### config.mk
export PLATFORM = sky130hd
export DESIGN_NAME = bcd_countdown_hms_flat
export DESIGN_NICKNAME = d
export VERILOG_FILES = /design/src/rtl/bcd_countdown_hms_if.sv /design/src/rtl/bcd_countdown_hms.sv /design/src/flat_wrapper.sv
export SDC_FILE = /design/constraint.sdc
export NUM_CORES = 1
export LEC_CHECK = 0
export ABC_AREA = 1
export ABC_CLOCK_PERIOD_IN_PS = 4450
export BUFFER_PORTS_ARGS = -buffer_cell sky130_fd_sc_hd__buf_2
export CAP_MARGIN = 10
export CORE_ASPECT_RATIO = 1.4
export CORE_MARGIN = 2
export CORE_UTILIZATION = 45
export CTS_CLUSTER_DIAMETER = 30
export DETAILED_ROUTE_END_ITERATION = 8
export GPL_TIMING_DRIVEN = 0
export PLACE_DENSITY_LB_ADDON = 0.12
export SLEW_MARGIN = 20
export SYNTH_ARGS = -nofsm -noshare
export SYNTH_HDL_FRONTEND = slang
export SYNTH_SLANG_ARGS = --single-unit
### constraint.sdc
create_clock -name i_clk -period 4.45 [get_ports i_clk]
set_input_delay 0 -clock i_clk [delete_from_list [all_inputs] [get_ports i_clk]]
set_output_delay 0 -clock i_clk [all_outputs]
set_load 0.005 [all_outputs]
### src/rtl/bcd_countdown_hms_if.sv
// Control/preset/status bundle for the BCD HH:MM:SS countdown timer.
// Master drives strobes and preset; slave returns remaining time and status.
interface bcd_countdown_hms_if;
  logic       i_tick;
  logic       i_load;
  logic       i_start;
  logic       i_stop;
  logic [7:0] i_hh;
  logic [7:0] i_mm;
  logic [7:0] i_ss;
  logic [7:0] o_hh;
  logic [7:0] o_mm;
  logic [7:0] o_ss;
  logic       o_running;
  logic       o_done;

  modport master (
    output i_tick, i_load, i_start, i_stop,
    output i_hh, i_mm, i_ss,
    input  o_hh, o_mm, o_ss, o_running, o_done
  );

  modport slave (
    input  i_tick, i_load, i_start, i_stop,
    input  i_hh, i_mm, i_ss,
    output o_hh, o_mm, o_ss, o_running, o_done
  );
endinterface

### src/rtl/bcd_countdown_hms.sv
// BCD HH:MM:SS countdown timer with preset shadow and expiry pulse.
// Optional: BCD_COUNTDOWN_AUTO_RELOAD_EN reloads from the shadow on expiry.
module bcd_countdown_hms #(
  parameter logic [7:0] HH_MAX = 8'h99
) (
  input logic i_clk,
  input logic i_rst,
  bcd_countdown_hms_if.slave bus
);

  typedef enum logic [1:0] {
    IDLE,
    RUN,
    PAUSE,
    EXPIRED
  } state_e;

  state_e      state_q, state_d;
  logic [23:0] cnt_q, cnt_d;
  logic [23:0] shadow_q, shadow_d;
  logic        running_q, running_d;
  logic        done_q, done_d;
  logic [23:0] preset;
  logic [23:0] dec;

  function automatic logic [3:0] nib_clamp(
    input logic [3:0] n,
    input logic [3:0] mx
  );
    return (n > mx) ? mx : n;
  endfunction

  function automatic logic [7:0] ms_clamp(input logic [7:0] v);
    return {nib_clamp(v[7:4], 4'd5), nib_clamp(v[3:0], 4'd9)};
  endfunction

  function automatic logic [7:0] hh_clamp(input logic [7:0] v);
    logic [7:0] t;
    t = {nib_clamp(v[7:4], 4'd9), nib_clamp(v[3:0], 4'd9)};
    return (t > HH_MAX) ? HH_MAX : t;
  endfunction

  // Wraps 00 to 59; caller decides whether a borrow moves on.
  function automatic logic [7:0] ms_dec(input logic [7:0] v);
    if (v[3:0] != 4'd0) return {v[7:4], v[3:0] - 4'd1};
    else if (v[7:4] != 4'd0) return {v[7:4] - 4'd1, 4'd9};
    else return 8'h59;
  endfunction

  function automatic logic [7:0] hh_dec(input logic [7:0] v);
    if (v[3:0] != 4'd0) return {v[7:4], v[3:0] - 4'd1};
    else return {v[7:4] - 4'd1, 4'd9};
  endfunction

  always_comb begin
    preset = {hh_clamp(bus.i_hh), ms_clamp(bus.i_mm), ms_clamp(bus.i_ss)};
    dec[7:0]   = ms_dec(cnt_q[7:0]);
    dec[15:8]  = cnt_q[15:8];
    dec[23:16] = cnt_q[23:16];
    if (cnt_q[7:0] == 8'h00) begin
      dec[15:8] = ms_dec(cnt_q[15:8]);
      if (cnt_q[15:8] == 8'h00) dec[23:16] = hh_dec(cnt_q[23:16]);
    end
  end

  always_comb begin
    state_d  = state_q;
    cnt_d    = cnt_q;
    shadow_d = shadow_q;
    done_d   = 1'b0;
    if (bus.i_load) begin
      cnt_d    = preset;
      shadow_d = preset;
      state_d  = IDLE;
    end else if (bus.i_stop) begin
      if (state_q == RUN) state_d = PAUSE;
    end else if (bus.i_start) begin
      if ((state_q == IDLE || state_q == PAUSE) && cnt_q != '0)
        state_d = RUN;
    end else if (bus.i_tick && state_q == RUN && cnt_q != '0) begin
      cnt_d = dec;
      if (dec == '0) begin
        done_d  = 1'b1;
        state_d = EXPIRED;
`ifdef BCD_COUNTDOWN_AUTO_RELOAD_EN
        if (shadow_q != '0) begin
          cnt_d   = shadow_q;
          state_d = RUN;
        end
`endif
      end
    end
    running_d = (state_d == RUN);
  end

  always_ff @(posedge i_clk or negedge i_rst) begin
    if (!i_rst) begin
      state_q   <= IDLE;
      cnt_q     <= '0;
      shadow_q  <= '0;
      running_q <= 1'b0;
      done_q    <= 1'b0;
    end else begin
      state_q   <= state_d;
      cnt_q     <= cnt_d;
      shadow_q  <= shadow_d;
      running_q <= running_d;
      done_q    <= done_d;
    end
  end

  assign bus.o_hh      = cnt_q[23:16];
  assign bus.o_mm      = cnt_q[15:8];
  assign bus.o_ss      = cnt_q[7:0];
  assign bus.o_running = running_q;
  assign bus.o_done    = done_q;

endmodule

### src/flat_wrapper.sv
// flat-port wrapper written by rule: the top's interface ports become plain ports
module bcd_countdown_hms_flat 
#(
  parameter logic [7:0] HH_MAX = 8'h99
)
  (i_clk, i_rst, bus_i_tick, bus_i_load, bus_i_start, bus_i_stop, bus_i_hh, bus_i_mm, bus_i_ss, bus_o_hh, bus_o_mm, bus_o_ss, bus_o_running, bus_o_done);
  bcd_countdown_hms_if bus_i ();
  input logic i_clk;
  input logic i_rst;
  input wire logic [$bits(bus_i.i_tick)-1:0] bus_i_tick;
  input wire logic [$bits(bus_i.i_load)-1:0] bus_i_load;
  input wire logic [$bits(bus_i.i_start)-1:0] bus_i_start;
  input wire logic [$bits(bus_i.i_stop)-1:0] bus_i_stop;
  input wire logic [$bits(bus_i.i_hh)-1:0] bus_i_hh;
  input wire logic [$bits(bus_i.i_mm)-1:0] bus_i_mm;
  input wire logic [$bits(bus_i.i_ss)-1:0] bus_i_ss;
  output wire logic [$bits(bus_i.o_hh)-1:0] bus_o_hh;
  output wire logic [$bits(bus_i.o_mm)-1:0] bus_o_mm;
  output wire logic [$bits(bus_i.o_ss)-1:0] bus_o_ss;
  output wire logic [$bits(bus_i.o_running)-1:0] bus_o_running;
  output wire logic [$bits(bus_i.o_done)-1:0] bus_o_done;
  assign bus_i.i_tick = bus_i_tick;
  assign bus_i.i_load = bus_i_load;
  assign bus_i.i_start = bus_i_start;
  assign bus_i.i_stop = bus_i_stop;
  assign bus_i.i_hh = bus_i_hh;
  assign bus_i.i_mm = bus_i_mm;
  assign bus_i.i_ss = bus_i_ss;
  assign bus_o_hh = bus_i.o_hh;
  assign bus_o_mm = bus_i.o_mm;
  assign bus_o_ss = bus_i.o_ss;
  assign bus_o_running = bus_i.o_running;
  assign bus_o_done = bus_i.o_done;
  bcd_countdown_hms #(.HH_MAX(HH_MAX)) u_core (.i_clk(i_clk), .i_rst(i_rst), .bus(bus_i));
endmodule
# Word-level counts from Yosys, hierarchy flattened
# Index checks and enable logic that the tools add are counted.
dict set report word_totals {
  output_inout_bits 26
  regBits 28
  input_bits 30
  elab_cells 68
}
dict set report op_classes {
  n_mux 30
  n_eq_ne 5
  magnitude_cmp 7
  n_reduce_logical 16
  add_sub_neg 6
}
# operator n
set ops {}
lappend ops {{24-bit 2-to-1 mux} 4}
lappend ops {{8-bit 2-to-1 mux} 7}
lappend ops {{24-bit zero test} 1}
lappend ops {{4-bit 2-to-1 mux} 6}
lappend ops {{24-bit nonzero test} 1}
lappend ops {{4-bit by 1-bit subtractor with 4-bit output (second input constant)} 6}
lappend ops {{4-bit nonzero test} 5}
lappend ops {{4-bit greater-than comparator (second input constant)} 4}
lappend ops {{8-bit zero test} 2}
lappend ops {{16-bit 2-to-1 mux} 1}
lappend ops {{2-bit 2-to-1 mux} 7}
lappend ops {{4-bit by 3-bit greater-than comparator with 1-bit output (second input constant)} 2}
lappend ops {{8-bit greater-than comparator (second input constant)} 1}
lappend ops {{1-bit 2-to-1 mux} 5}
lappend ops {{2-bit by 1-bit == test with 1-bit output (second input constant)} 2}
lappend ops {{2-bit != test (second input constant)} 2}
lappend ops {{1-bit logical AND} 3}
lappend ops {{3-bit AND reduction} 1}
lappend ops {{2-bit == test (second input constant)} 1}
lappend ops {{2-bit zero test} 1}
lappend ops {{2-bit nonzero test} 1}
lappend ops {{1-bit logical OR} 1}

# Depth between registers and ports, before layout
# Gate-level depths: netlist (run 1).
dict set report depth {
  word_depth 11
  depth_mapped 13
  ltp_nobuf 12
}

# Worst setup path after synthesis (run 1)
# No wires, ideal clock.
dict set report synth_path {
  kind {register to register}
  start {register u_core.cnt_q[0]}
  end {register u_core.cnt_q[2]}
  t_arrival_ns 1.640
  required_ns 4.332
  path_slack_ns 2.692
  path_stages_with_launch 14
  synth_period_minus_slack_ns 1.758
  n_path_buf 2
  path_cell_list {dfrtp_1 -> nor2_4 -> nand2_4 -> nor2_4 -> nand2_4 -> inv_2 -> a31o_1 -> nor2_2 -> nand2_4 -> nand2_4 -> buf_8 -> buf_12 -> nand2_2 -> o21ai_2}
}
dict set report synth_between {
  elab_chain_len 6
}
# element line
set synth_rtl {}
lappend synth_rtl {{from (decl)} bcd_countdown_hms.sv:19} ;# logic [23:0] cnt_q, cnt_d;
lappend synth_rtl {{from (signal assigned)} bcd_countdown_hms.sv:105} ;# cnt_q <= cnt_d;
lappend synth_rtl {{4-bit by 1-bit subtractor with 4-bit output or 4-bit nonzero test (tied branches)} bcd_countdown_hms.sv:45} ;# if (v[3:0] != 4'd0) return {v[7:4], v[3:0] - 4'd1};
lappend synth_rtl {{8-bit 2-to-1 mux} bcd_countdown_hms.sv:45}
lappend synth_rtl {{24-bit 2-to-1 mux} bcd_countdown_hms.sv:80} ;# end else if (bus.i_tick && state_q == RUN && cnt_q != '0) begin
lappend synth_rtl {{24-bit 2-to-1 mux} bcd_countdown_hms.sv:77} ;# end else if (bus.i_start) begin
lappend synth_rtl {{24-bit 2-to-1 mux} bcd_countdown_hms.sv:75} ;# end else if (bus.i_stop) begin
lappend synth_rtl {{24-bit 2-to-1 mux} bcd_countdown_hms.sv:71} ;# if (bus.i_load) begin
# Several ways; a longest one is shown, not always the timed one. The select of a mux whose other input is x is not followed.
# A chain may end at the register's enable or synchronous reset.

# Final worst setup path (run 1)
dict set report layout_path {
  start {register u_core.cnt_q[0]}
  end {register u_core.running_q (netlist: u_core.bus.o_running)}
}
dict set report layout_between {
  elab_chain_len 9
}
# element line
set layout_rtl {}
lappend layout_rtl {{4-bit by 1-bit subtractor with 4-bit output (tied with other cells)} bcd_countdown_hms.sv:45}
lappend layout_rtl {{8-bit 2-to-1 mux or 16-bit 2-to-1 mux (tied branches)} {bcd_countdown_hms.sv:45, bcd_countdown_hms.sv:60}}
lappend layout_rtl {{24-bit zero test} bcd_countdown_hms.sv:82} ;# if (dec == '0) begin
lappend layout_rtl {{2-bit 2-to-1 mux} bcd_countdown_hms.sv:82}
lappend layout_rtl {{2-bit 2-to-1 mux} bcd_countdown_hms.sv:80}
lappend layout_rtl {{2-bit 2-to-1 mux (*)} bcd_countdown_hms.sv:77}
lappend layout_rtl {{2-bit 2-to-1 mux (*)} bcd_countdown_hms.sv:75}
lappend layout_rtl {{2-bit 2-to-1 mux (*)} bcd_countdown_hms.sv:71}
lappend layout_rtl {{2-bit by 1-bit == test with 1-bit output (*)} bcd_countdown_hms.sv:93} ;# running_d = (state_d == RUN);
lappend layout_rtl {{net u_core.running_d} bcd_countdown_hms.sv:21} ;# logic running_q, running_d;
lappend layout_rtl {{to (signal assigned)} bcd_countdown_hms.sv:107} ;# running_q <= running_d;
lappend layout_rtl {{to (decl)} bcd_countdown_hms.sv:21}
# The timed path passes the listed nets; every way through them passes the cells marked *.

==> metrics.cfg, run 1 <==
[timing]
rsz0062_at_grt=false
setup_violations=0
worst_hold_slack_ns=0.00880
timing.fmax_mhz=484
slew_violations=0
slew_headroom_pct=54.2
skew_ns=0.00210
finalSetupTns_ns=0
hold_viol_final=0
min_period_ns=2.07
tightest_slew_ns=0.687
timing.final.crit_share_pct=46.4

[yosys]
yosysSeqAreaShare_pct=32.6
yosys_register_bits=28
synth-edff-count=0
synth_cell_types=36
synthTopCellsByArea=dfrtp_1 33%, nand2_1 15%, inv_1 5.9%
syn-mean-instance-area_um2=6.93
ys.flop_type=dfrtp_1
yosysWarnings=0
syn-num-nets=342
synth_cells=310
synth.top_cell.area_share_pct=32.6
async_flop_share_pct=100
synth_top_area_cell=dfrtp_1
syn_area_um2=2150

[final_layout]
area_growth_pct=22.2
utilization_pct=57.5
final_common_cell=nand2_1
antenna_cells=0
nets=409
final_cell_mix=88 x nand2_1, 55 x buf_2, 34 x inv_1
drive_above_1_share_pct=26.9

[floorplan]
rows=29
core_um2=4570
die_area_um2=5350
die_x_um=62.4
top_level_ports=56
initial_utilization_pct=47.0
die_height_um=85.8

[min_path]
hold_path.class=in2reg

[clocking]
cts_tree=yes
cts.sinks=28
clock_latency_ns=0.29
root_buffer=clkbuf_8
holdBufCountCts=7
cts_repair_resize_count=0
post_cts.repair.setup_buffers=0
numCtsBuffers=3
cts_max_path_buffers=2
ctsHtreeMaxLevel=1
clk_pin_slew_worst_paths_ns=0.10

[power_and_ir_drop]
p_comb_share_pct=34.2
ir_drop_v=0.000176
power.total_mw=0.733
seqPwrFrac_pct=42.9
power_density_nw_per_um2=279
leakage_nw=1.39
p_int_mw=0.460
switching_share_pct=37.3
p_clk_share_pct=22.9
p_sw_mw=0.273

[worst_setup_path]
worstPathMaxFanout=10
startpoint_type=flop
critPathRequiredTime_ns=4.63
crit_type=reg2reg
arrival_ns=2.25
slowest_stage=dfrtp_1
path_common_cell=nand3_1
cpLargestDelayFamily=simple AND/OR/NAND/NOR gates
worstSetupEndpointType=flop
cp_slowest_stage_delay_ns=0.48
cp_cell_sequence=nor2_4 -> nand2_4 -> nor2_4 -> buf_6 -> nand3_1 -> a21oi_1 -> nand3_1 -> nor2_1 -> nand3_1 -> nand2_1 -> a21oi_1
path_buf_inv=1

[grt]
grt_usage_pct=23.0
grt_pass1_vias=2182
overflow=0
antenna_found_initial=0
grt_max_degree=29
grt_pass1_wl_mm=9.77

[routing]
avgViaCountPerCell=5.17
drt_wl_total_mm=5.88
wl_per_cell_um=13.4
vias=2264
drc=0
drt_iter0_drc=106
drt_first_pass_iters=4
ant_nets=0

[flow_run]
cap_viol_max_count=0

[placement]
gp_congestion=0.867
port_buffers=55
dp_hpwl_mm=4.39

[outcome]
status=completed

-- cell families (layout without fill, tap and decap cells) --
logic type | Yosys count | after routing | synth area share [%]
AO/OA/AOI/OAI | 57 | 57 | 16.6
AND/OR/NAND/NOR | 175 | 175 | 38.2
flip-flops | 28 | 28 | 32.6
buffers and inverters | 46 | 112 | 10.6
adder cells (fa/ha/maj) | 2 | 2 | 1.16
XOR/XNOR | 2 | 2 | 0.815
-- registers in the layout, indices dropped and copies added (netlist names) --
| name | flops |
|---|---|
| u_core.cnt_q | 24 |
| u_core.state_q | 2 |
| u_core.bus.o_done | 1 |
| u_core.bus.o_running | 1 |
-- power groups by stage --
stage,Combinational (mW),Clock (mW),Sequential [mW]
floorplan,0.162,0,0.316
global placement,0.242,0,0.319
detailed placement,0.246,0,0.319
CTS,0.252,0.173,0.314
global route,0.285,0.184,0.319
finish,0.251,0.168,0.315
-- synth_stat cells (2+ instances only) --
| cell | n |
|---|---|
| nor3_1 | 2 |
| nand3_1 | 20 |
| ha_1 | 2 |
| nand2_4 | 4 |
| o21ai_0 | 25 |
| nand4_1 | 3 |
| inv_1 | 34 |
| nand2_2 | 10 |
| xor2_1 | 2 |
| nand3b_1 | 4 |
| dfrtp_1 | 28 |
| o211ai_1 | 3 |
| a31oi_1 | 2 |
| a21oi_1 | 8 |
| nand2_1 | 88 |
| or3_1 | 2 |
| nor2_4 | 5 |
| inv_2 | 2 |
| o21ai_2 | 12 |
| nor2_2 | 3 |
| clkbuf_1 | 4 |
| buf_12 | 2 |
| nor2_1 | 32 |
-- through the flow --
| stage | std cells | area, um2 | setup WS (ns) |
|---|---|---|---|
| finish | 438 | 2630 | 2.38 |
| global route | 438 | 2630 | 2.13 |
| CTS | 438 | 2630 | 2.41 |
| detailed placement | 427 | 2500 | 2.44 |
| global placement | 427 | 2500 | 2.44 |
| floorplan | 310 | 2150 | 2.69 |
-- metal layers --
metal  track usage, %  part of all wire, %  vias up
met3             2.49                  4.0       11
li1                 -                    -     1138
met1             26.8                   41     1057
met4             10.5                  2.5        0
met2             42.0                   52       58
met5                0                    0        -
-- cell type report --
type	instances	area [um2]
fillers	466	1940
clock buffers	4	55.1
repair buffers	62	345
inverters	37	139
multi-input cells	236	1220
well taps	62	77.6
plain buffers	9	88.8
flip-flops and latches	28	701
-- worst register-to-register path: stages (launching register included) --
cell and delay (ns):
dfrtp_1 0.48, nor2_4 0.21, nand2_4 0.10, nor2_4 0.15, buf_6 0.16, nand3_1 0.09
a21oi_1 0.21, nand3_1 0.10, nor2_1 0.14, nand3_1 0.17, nand2_1 0.11, a21oi_1 0.06
-- final timing paths --
path	slack, ns	depth (start not counted)	start	end
hold reg to reg	0.57	2	u_core.cnt_q[13]$_DFFE_PN0P_	u_core.cnt_q[13]$_DFFE_PN0P_
hold / removal	0.009	3	bus_i_mm[6]	u_core.cnt_q[13]$_DFFE_PN0P_
setup / recovery	2.38	11	u_core.cnt_q[0]$_DFFE_PN0P_	u_core.bus.o_running$_DFF_PN0_
min in group asynchronous	0.27	2	i_rst	u_core.cnt_q[2]$_DFFE_PN0P_
setup reg to reg	2.38	11	u_core.cnt_q[0]$_DFFE_PN0P_	u_core.bus.o_running$_DFF_PN0_
max in group asynchronous	3.73	2	i_rst	u_core.cnt_q[23]$_DFFE_PN0P_
(Power assumes the default switching activity.)
==> run 2, diff against run 1 <==
Settings changed: ABC_CLOCK_PERIOD_IN_PS 4450 to 1700.
Clock period 4.45 ns to 1.7 ns, I/O delays scaled along.
==> run 2 against run 1 <==
Largest cell class unchanged. Register-to-register slack lost 2.6 ns. Combinational power increased to 4.1 times the previous value. Via count up 15%. Sequential share of layout area fell by 5.7 points. Clock skew increased by 0.0011 ns. Utilization is 16 points higher. First-iteration DRC count up 29%. The flow now finishes with violations (setup timing).
==> metrics.cfg, run 2 (synthesized netlist as in run 1, its figures left out) <==
[timing]
hold_viol_final=0  ; unchanged
slew_violations=0  ; unchanged
tightest_slew_ns=0.683  ; -0.00379 ns
finalSetupTns_ns=-4.03  ; -4.03 ns
rsz0062_at_grt=true
timing.final.crit_share_pct=113  ; +66 points
min_period_ns=1.91  ; -0.152 ns
skew_ns=0.00323  ; +0.00112 ns
timing.fmax_mhz=522  ; +7.9%
setup_ws_ns=-0.214  ; -2.60 ns
setup_violations=27  ; +27
slew_headroom_pct=54.5  ; +0.25 points
worst_hold_slack_ns=0.00606  ; -0.00274 ns

[routing]
avgViaCountPerCell=5.39  ; +4.2%
drt_wl_total_mm=7.42  ; +26%
drt_first_pass_iters=5  ; +1
wl_per_cell_um=15.4  ; +14%
drc=0  ; unchanged
ant_nets=0  ; unchanged
vias=2601  ; +15%
drt_iter0_drc=137  ; +29%

[placement]
dp_hpwl_mm=4.39  ; -0.15%
gp_congestion=0.888  ; +2.4%
place_ws_ns=-0.259  ; -2.69 ns
place_area_um2=2510  ; +0.20%
place_inst=427  ; unchanged
port_buffers=55  ; unchanged

[flow_run]
cap_viol_max_count=0  ; unchanged

[worst_setup_path]
crit_type=reg2reg
critPathRequiredTime_ns=1.89  ; -2.74 ns
worstPathMaxFanout=5  ; -5
worstSetupEndpointType=flop
reg2reg_slack_ns=-0.21  ; -2.60 ns
arrival_ns=2.11  ; -0.14 ns
startpoint_type=flop

[min_path]
hold_path.class=in2reg

[final_layout]
nets=454  ; +11%
drive_above_1_share_pct=49.2  ; +22 points
antenna_cells=0  ; unchanged
area_growth_pct=56.4
final_area_um2=3360  ; +28%
final_cell_mix=66 x nand2_1, 55 x buf_2, 38 x buf_4
utilization_pct=73.5  ; +16 points
top_register=u_core.cnt_q
largest_register_ffs=24  ; unchanged
final_common_cell=nand2_1
top_regs=u_core.cnt_q (24), u_core.state_q (2)
stdcell_count=483  ; +10%

[power_and_ir_drop]
power.total_mw=2.41  ; +230%
ir_drop_v=0.000473  ; +170%
leakage_nw=1.76  ; +26%
power_density_nw_per_um2=717  ; +160%

[clocking]
clock_latency_ns=0.29  ; about the same
cts_max_path_buffers=2  ; unchanged
numCtsBuffers=3  ; unchanged
clk_pin_slew_worst_paths_ns=0.11  ; about the same
cts.sinks=28  ; unchanged
ctsHtreeMaxLevel=1  ; unchanged
root_buffer=clkbuf_8
cts_tree=yes

[floorplan]
die_area_um2=5350  ; unchanged
top_level_ports=56  ; unchanged
die_height_um=85.8  ; unchanged
die_x_um=62.4  ; unchanged
initial_utilization_pct=47.0  ; unchanged
core_um2=4570  ; unchanged
rows=29  ; unchanged

[grt]
grt_max_degree=29  ; unchanged
grt_usage_pct=27.6  ; +4.7 points
grt_pass1_wl_mm=11.7  ; +20%
antenna_found_initial=0  ; unchanged
overflow=0  ; unchanged
grt_pass1_vias=2614  ; +20%

[outcome]
violations=setup timing
status=complete, but fails checks

## run 2: layout make-up
class | count | area, um2
clock buffer | 3 | 41.3
clock inverter | 1 | 30.0
buffer | 9 | 97.6
tap | 62 | 77.6
timing repair buffer | 107 | 762
inverter | 37 | 141
sequential | 28 | 706
multi-input combinational | 236 | 1510
fill | 371 | 1210
## run 2: per-layer routing
| metal | part of all wire (%) | global-route usage (%) |
|---|---|---|
| met1 | 39 | 30.7 |
| met3 | 4.1 | 3.02 |
| met5 | 0 | 0 |
| met2 | 53 | 51.1 |
| met4 | 3.5 | 15.2 |
## run 2: where the power goes
part           internal (mW)  switching [mW]  leakage [nW]
logic                  0.466           0.568          1.37
registers              0.737          0.0753         0.352
clock network          0.316           0.250        0.0357
## run 2: repair_timing
action,4_1_cts,5_1_grt
hold buffers,5,0
pin swaps,21,28
buffers inserted,39,4
setup endpoints to repair,25,27
endpoints found under the hold margin,32,0
gates resized for setup,43,53
gates cloned,5,0
## run 2: critical path, stage by stage, from the launching register on
cell and delay, ns:
dfrtp_1 0.42, nor2_2 0.16, nand2_4 0.08, nor2_4 0.16, nand2_4 0.08, buf_12 0.14
nor2_4 0.16, buf_4 0.13, xor2_1 0.19, o221ai_2 0.14, nand2_4 0.09, o21ai_2 0.04
## run 2: worst paths after layout
check / from / cells after the start / endpoint
min in group asynchronous: i_rst / 2 / u_core.cnt_q[2]$_DFFE_PN0P_
max: u_core.cnt_q[10]$_DFFE_PN0P_ / 11 / u_core.cnt_q[20]$_DFFE_PN0P_
max reg2reg: u_core.cnt_q[10]$_DFFE_PN0P_ / 11 / u_core.cnt_q[20]$_DFFE_PN0P_
max in group asynchronous: i_rst / 2 / u_core.cnt_q[17]$_DFFE_PN0P_
min: bus_i_mm[6] / 3 / u_core.cnt_q[14]$_DFFE_PN0P_
min reg2reg: u_core.cnt_q[17]$_DFFE_PN0P_ / 2 / u_core.cnt_q[17]$_DFFE_PN0P_
